**src/rtl/udp_test_pkt_gen.sv**
```systemverilog
// UDP test-traffic generator: resolves the peer MAC over ARP, then emits sequence-numbered
// UDP payloads of programmable length, pattern and count with a fixed inter-packet gap.
module udp_test_pkt_gen #(
  parameter int unsigned GAP_CNT       = 125_000_000,
  parameter int unsigned ARP_RETRY_CNT = 125_000_000,
  parameter int unsigned ARP_MAX_RETRY = 8,
  parameter int unsigned MAX_LEN       = 1472,
  parameter logic [7:0]  LFSR_SEED     = 8'hFF
) (
  input  logic        rgmii_clk,
  input  logic        rst,
  input  logic        cfg_enable,
  input  logic [1:0]  cfg_mode,
  input  logic [7:0]  cfg_fill,
  input  logic [15:0] cfg_len,
  input  logic [15:0] cfg_pkt_num,
  output logic        app_data_request,
  output logic [15:0] app_data_length,
  input  logic        udp_send_ack,
  output logic        app_data_in_valid,
  output logic [7:0]  app_data_in,
  output logic        arp_req,
  input  logic        arp_found,
  input  logic        mac_not_exist,
  input  logic        mac_send_end,
  output logic        busy,
  output logic        done,
  output logic        arp_fail,
  output logic [31:0] pkt_cnt
);

  localparam logic [31:0] GAP_LAST  = 32'(GAP_CNT - 1);
  localparam logic [31:0] ARP_LAST  = 32'(ARP_RETRY_CNT - 1);
  localparam logic [15:0] LEN_MAX   = 16'(MAX_LEN);
  localparam logic [7:0]  RETRY_MAX = 8'(ARP_MAX_RETRY);

  typedef enum logic [3:0] {
    IDLE      = 4'd0,
    ARP_REQ   = 4'd1,
    ARP_SEND  = 4'd2,
    ARP_WAIT  = 4'd3,
    CHECK_ARP = 4'd4,
    GEN_REQ   = 4'd5,
    WRITE     = 4'd6,
    SEND_WAIT = 4'd7,
    GAP       = 4'd8,
    DONE      = 4'd9
  } state_t;

  state_t      state_r, state_nxt_s;
  logic [31:0] timer_r, run_cnt_r, seq_r;
  logic [7:0]  retry_r, lfsr_r, fill_r;
  logic [1:0]  mode_r;
  logic [15:0] len_r, byte_idx_r, idx_nxt_s, len_clamp_s;
  logic        write_nxt_s, lfsr_adv_s;
  logic [7:0]  byte_nxt_s;

  logic        arp_req_r, app_data_request_r, valid_r, busy_r, done_r, arp_fail_r;
  logic [7:0]  data_r;

  // Payload byte k: big-endian sequence number in bytes 0..3, then the selected pattern.
  function automatic logic [7:0] pay_byte(input logic [15:0] k, input logic [31:0] seq,
                                          input logic [1:0] mode, input logic [7:0] fill,
                                          input logic [7:0] lfsr);
    logic [15:0] off;
    logic [7:0]  res;
    off = k - 16'd4;
    if (k < 16'd4) begin
      case (k[1:0])
        2'd0:    res = seq[31:24];
        2'd1:    res = seq[23:16];
        2'd2:    res = seq[15:8];
        default: res = seq[7:0];
      endcase
    end else begin
      case (mode)
        2'd1:    res = fill;
        2'd2:    res = lfsr;
        default: res = off[7:0];
      endcase
    end
    return res;
  endfunction

  function automatic logic [7:0] lfsr_step(input logic [7:0] l);
    return {l[6:0], l[7] ^ l[5] ^ l[4] ^ l[3]};
  endfunction

  // Next-state decode.
  always_comb begin
    state_nxt_s = state_r;
    case (state_r)
      IDLE: begin
        if (cfg_enable) state_nxt_s = ARP_REQ;
        else            state_nxt_s = IDLE;
      end
      ARP_REQ: state_nxt_s = ARP_SEND;
      ARP_SEND: begin
        if (mac_send_end) state_nxt_s = ARP_WAIT;
        else              state_nxt_s = ARP_SEND;
      end
      ARP_WAIT: begin
        if (arp_found) begin
          state_nxt_s = CHECK_ARP;
        end else if (timer_r == ARP_LAST) begin
          if (retry_r == RETRY_MAX) state_nxt_s = IDLE;
          else                      state_nxt_s = ARP_REQ;
        end else begin
          state_nxt_s = ARP_WAIT;
        end
      end
      CHECK_ARP: begin
        if (!cfg_enable)        state_nxt_s = IDLE;
        else if (mac_not_exist) state_nxt_s = ARP_REQ;
        else                    state_nxt_s = GEN_REQ;
      end
      GEN_REQ: begin
        if (udp_send_ack) state_nxt_s = WRITE;
        else              state_nxt_s = GEN_REQ;
      end
      WRITE: begin
        if (byte_idx_r == len_r - 16'd1) state_nxt_s = SEND_WAIT;
        else                             state_nxt_s = WRITE;
      end
      SEND_WAIT: begin
        if (mac_send_end) state_nxt_s = GAP;
        else              state_nxt_s = SEND_WAIT;
      end
      GAP: begin
        if (timer_r == GAP_LAST) begin
          if (!cfg_enable)
            state_nxt_s = IDLE;
          else if ((cfg_pkt_num != 16'd0) && (run_cnt_r == {16'd0, cfg_pkt_num}))
            state_nxt_s = DONE;
          else
            state_nxt_s = CHECK_ARP;
        end else begin
          state_nxt_s = GAP;
        end
      end
      DONE: begin
        if (!cfg_enable) state_nxt_s = IDLE;
        else             state_nxt_s = DONE;
      end
      default: state_nxt_s = IDLE;
    endcase
  end

  // Length clamp and next payload byte selection.
  always_comb begin
    len_clamp_s = cfg_len;
    if (cfg_len == 16'd0)        len_clamp_s = 16'd1;
    else if (cfg_len > LEN_MAX)  len_clamp_s = LEN_MAX;
    else                         len_clamp_s = cfg_len;

    idx_nxt_s   = 16'd0;
    if (state_r == WRITE) idx_nxt_s = byte_idx_r + 16'd1;
    else                  idx_nxt_s = 16'd0;

    write_nxt_s = (state_nxt_s == WRITE);
    lfsr_adv_s  = write_nxt_s && (idx_nxt_s >= 16'd4) && (mode_r == 2'd2);
    byte_nxt_s  = pay_byte(idx_nxt_s, seq_r, mode_r, fill_r, lfsr_r);
  end

  // State, timers, run/retry/sequence counters and per-packet configuration latches.
  always_ff @(posedge rgmii_clk or posedge rst) begin
    if (rst) begin
      state_r    <= IDLE;
      timer_r    <= 32'd0;
      run_cnt_r  <= 32'd0;
      seq_r      <= 32'd0;
      retry_r    <= 8'd0;
      arp_fail_r <= 1'b0;
      len_r      <= 16'd0;
      mode_r     <= 2'd0;
      fill_r     <= 8'd0;
      lfsr_r     <= LFSR_SEED;
      byte_idx_r <= 16'd0;
    end else begin
      state_r <= state_nxt_s;
      // The shared timer restarts on every state change.
      if (state_nxt_s != state_r) timer_r <= 32'd0;
      else                        timer_r <= timer_r + 32'd1;

      if (state_r == IDLE && cfg_enable) begin
        retry_r    <= 8'd0;
        run_cnt_r  <= 32'd0;
        arp_fail_r <= 1'b0;
      end else if (state_r == ARP_REQ) begin
        retry_r <= retry_r + 8'd1;
      end else if (state_r == CHECK_ARP && cfg_enable && mac_not_exist) begin
        retry_r <= 8'd0;
      end else if (state_r == ARP_WAIT && state_nxt_s == IDLE) begin
        arp_fail_r <= 1'b1;
      end else if (state_r == SEND_WAIT && mac_send_end) begin
        seq_r     <= seq_r + 32'd1;
        run_cnt_r <= run_cnt_r + 32'd1;
      end else begin
        retry_r <= retry_r;
      end

      if (state_r == CHECK_ARP && state_nxt_s == GEN_REQ) begin
        len_r  <= len_clamp_s;
        mode_r <= cfg_mode;
        fill_r <= cfg_fill;
        lfsr_r <= LFSR_SEED;
      end else if (lfsr_adv_s) begin
        lfsr_r <= lfsr_step(lfsr_r);
      end else begin
        lfsr_r <= lfsr_r;
      end

      if (write_nxt_s) byte_idx_r <= idx_nxt_s;
      else             byte_idx_r <= 16'd0;
    end
  end

  // Registered stack-facing and status outputs, decoded from the next state.
  always_ff @(posedge rgmii_clk or posedge rst) begin
    if (rst) begin
      arp_req_r          <= 1'b0;
      app_data_request_r <= 1'b0;
      valid_r            <= 1'b0;
      data_r             <= 8'd0;
      busy_r             <= 1'b0;
      done_r             <= 1'b0;
    end else begin
      arp_req_r          <= (state_nxt_s == ARP_REQ);
      app_data_request_r <= (state_nxt_s == GEN_REQ);
      valid_r            <= write_nxt_s;
      busy_r             <= (state_nxt_s != IDLE) && (state_nxt_s != DONE);
      done_r             <= (state_nxt_s == DONE);
      if (write_nxt_s) data_r <= byte_nxt_s;
      else             data_r <= 8'd0;
    end
  end

  assign arp_req           = arp_req_r;
  assign app_data_request  = app_data_request_r;
  assign app_data_length   = len_r;
  assign app_data_in_valid = valid_r;
  assign app_data_in       = data_r;
  assign busy              = busy_r;
  assign done              = done_r;
  assign arp_fail          = arp_fail_r;
  assign pkt_cnt           = seq_r;

endmodule

```
**config.mk**
```make
export PLATFORM = sky130hd
export DESIGN_NAME = udp_test_pkt_gen
export DESIGN_NICKNAME = d
export VERILOG_FILES = /design/src/rtl/udp_test_pkt_gen.sv
export SDC_FILE = /design/constraint.sdc
export NUM_CORES = 1
export LEC_CHECK = 0
export ABC_CLOCK_PERIOD_IN_PS = 11400
export BUFFER_PORTS_ARGS = -buffer_cell sky130_fd_sc_hd__buf_4
export CAP_MARGIN = 5
export CORE_MARGIN = 2
export CORE_UTILIZATION = 45
export DETAILED_ROUTE_END_ITERATION = 16
export GPL_TIMING_DRIVEN = 1
export PLACE_DENSITY = 0.73
export SYNTH_ARGS = -nofsm -noshare
export SYNTH_HDL_FRONTEND = slang
export SYNTH_SLANG_ARGS = --single-unit
```
**constraint.sdc**
```tcl
create_clock -name rgmii_clk -period 11.4 [get_ports rgmii_clk]
set_input_delay 1.71 -clock rgmii_clk [delete_from_list [all_inputs] [get_ports rgmii_clk]]
set_output_delay 1.71 -clock rgmii_clk [all_outputs]
set_load 0.02 [all_outputs]
```
==> flow_metrics.tcl <==
set metrics [dict create \
    clock_skew_ns 0.0148 \
    die_area_sq_um 22900 \
    p_sw_share_pct 36.8 \
    postSynthAreaPerCell_sq_um 9.25 \
    cts-hold-fix-buffers 0 \
    syn-num-nets 1117 \
    crit_path_end_kind "flop" \
    gp_congestion 0.935 \
    synth_flop_cell "dfrtp_1" \
    reg2reg_depth 8 \
    vias_per_cell 5.67 \
    status "complete, no violations" \
    hold_end "timer_r[0]" \
    hold_violations 0 \
    maxCapViolCount 0 \
    syn_area_sq_um 9780 \
    r2r_start "byte_idx_r[0]" \
    drt_iter0_markers 625 \
    final_common_cell "dfrtp_1" \
    max_slew_margin_pct 29.7 \
    peakVddDrop_uv 120 \
    hold_depth 1 \
    nNetsFinal 1202 \
    cp.required_ns 11.69 \
    slew_viol_final 0 \
    firstDrtPassIters 5 \
    synth_seq_cells 172 \
    vias 8118 \
    setup_violations 0 \
    route.met3.wl_um 1230 \
    yosys_warnings 0 \
    grt_max_degree 88 \
    cts.htree.levels 4 \
    clock_latency_ns 0.44 \
    core_area_sq_um 21200 \
    clkTransAtPathRegs_ns 0.07 \
    routed-wl-met2_um 10600 \
    holdWs_ns 0.464 \
    fin_crit_sh_pct 34.1 \
    yosysUniqueCellTypes 64 \
    crit_path_max_fanout 26 \
    cts.path.max_buffers 2 \
    cts_setup_buffers 0 \
    crit_arrival_ns 4.18 \
    cts_sinks 172 \
    initial_core_util_pct 46.2 \
    postRouteAntennaNets 0 \
    grt_pass1_wl_um 38400 \
    async_flop_share_pct 100 \
    wl_met1_um 11100 \
    criticalPathCategory "in -> reg" \
    clockRootBuffer "clkbuf_16" \
    setup_ws_ns 7.52 \
    comb_power_share_pct 30.5 \
    fin_tns_setup_ns 0 \
    routed_wl_um 23200 \
    layout_common_cells "dfrtp_1, buf_4, nand2_1" \
    numCtsBuffers 17 \
    power_frac_seq_pct 39.1 \
    drc 0 \
    p_leak_nw 5.00 \
    dp_hpwl_um 16500 \
    start_kind "primary input" \
    fp.dieH_um 151 \
    finalCriticalPeriod_ns 3.88 \
    drive_gt1_share_pct 15.8 \
    hold_class "reg -> reg" \
    r2r_end "lfsr_r[6]" \
    syn_inst 1057 \
    clock_power_share_pct 30.3 \
    fmax_mhz 257 \
    grt_use_total_pct 21.0 \
    tritoncts "built" \
    powerDensity_nw_per_um2 174 \
    rsz0062_at_grt "no" \
    grt_pass1_vias 7685 \
    portBuffers 110 \
    p_switching_mw 0.730 \
    io_pins 111 \
    antenna_found_initial 0 \
    ctsResizeCount 0 \
    r2r_setup_slack_ns 7.61 \
    utilization_pct 53.8 \
    wl_per_cell_um 16.2 \
    synth_enable_flop_cells 0 \
    rows 53 \
    min-delay-start "timer_r[0]" \
    overflow 0 \
    place_ws_ns 7.10 \
    syn_to_final_growth_pct 16.5 \
    highest_layer "met4" \
    fp.dieW_um 151 \
    ys_seq_area_share_pct 44.1 \
    tightest_slew_ns 1.05 \
    power.internal_mw 1.25 \
]
## layer usage
metal	vias up	GRT usage (%)
met2	217	32.6
met1	3950	29.9
li1	3912	-
met4	0	5.28
met5	-	0
met3	39	4.52
## cells in the mapped netlist (6+ instances only)
cell type / n / area [sq um]
nor2_1: 101 / 379
ha_1: 11 / 138
a21oi_1: 29 / 145
buf_2: 9 / 45.0
and2_1: 13 / 81.3
nor3_1: 56 / 280
o22ai_1: 7 / 43.8
nand2b_1: 11 / 68.8
o21ai_0: 43 / 215
a31oi_1: 10 / 62.6
and4_1: 7 / 61.3
nand4_1: 33 / 206
dfstp_2: 8 / 210
inv_1: 30 / 113
clkbuf_1: 33 / 124
nor4b_1: 9 / 78.8
and3_1: 24 / 150
or4_1: 7 / 52.6
or3_1: 19 / 119
nand2_1: 110 / 413
nor4_1: 24 / 150
xor2_1: 69 / 604
nand3_1: 45 / 225
nor3_2: 10 / 100
nor2b_1: 6 / 37.5
xnor2_1: 75 / 657
mux2i_1: 11 / 110
a22o_1: 8 / 70.1
dfrtp_1: 164 / 4100
## layout make-up
cell class              instances  area [sq um]
diodes                          1          2.50
clock inverters                12           155
inverters                      30           118
well taps                     275           344
repair buffers                115           863
fillers                      1944          9770
clock buffers                  20           457
multi-input cells             806          5130
flip-flops and latches        172          4310
## worst max-delay path, cell delays in order
cell and delay [ns]:
buf_4 0.15, nand2_1 0.14, or3_1 0.68, o21ai_0 0.41
o211a_1 0.39, nand2_1 0.57, nor2_1 0.12
## sequential cells by signal, indices dropped and copies added, names as in the netlist
register           count
app_data_in            8
app_data_in_valid      1
app_data_length       16
app_data_request       1
arp_fail               1
arp_req                1
busy                   1
byte_idx_r            16
done                   1
fill_r                 8
lfsr_r                 8
mode_r                 2
pkt_cnt               32
retry_r                8
run_cnt_r             32
state_r                4
timer_r               32
## metrics by stage
| stage | power [mW] | instance area, sq um | std cells |
|---|---|---|---|
| finish | 1.98 | 11400 | 1431 |
| global route | 2.09 | 11400 | 1430 |
| CTS | 1.99 | 11400 | 1430 |
| detailed placement | 1.39 | 10800 | 1398 |
| global placement | 1.38 | 10800 | 1398 |
| floorplan | 1.22 | 9780 | 1057 |
## power by group through the flow
stage          combinational [mW]  clock (mW)  sequential [mW]
2_1_floorplan               0.440           0            0.776
3_3_place_gp                0.591           0            0.784
3_5_place_dp                0.603           0            0.784
4_1_cts                     0.606       0.612            0.774
5_1_grt                     0.670       0.637            0.786
6_report                    0.605       0.601            0.776
## worst max-delay path by stage
stage	cells after the start	start	slack, ns	endpoint
2_1_floorplan	1	rst	5.04	app_data_in[0]
3_3_place_gp	7	cfg_enable	7.22	byte_idx_r[7]
3_5_place_dp	7	cfg_enable	7.10	byte_idx_r[10]
4_1_cts	7	cfg_enable	7.56	byte_idx_r[10]
5_1_grt	8	byte_idx_r[0]	7.18	lfsr_r[4]
6_report	7	cfg_enable	7.52	byte_idx_r[5]
## cells by family after synthesis
kind of cell / Yosys count / share of synthesized area, %
and+or+nand+nor: 497 / 26.7
DFF: 172 / 44.1
buffers and inverters: 79 / 3.46
adders and majority gates: 11 / 1.41
muxes: 13 / 1.36
AOI/OAI and AO/OA: 141 / 10.0
xor gates and xnor gates: 144 / 12.9
Power figures use the tool's default switching activity.
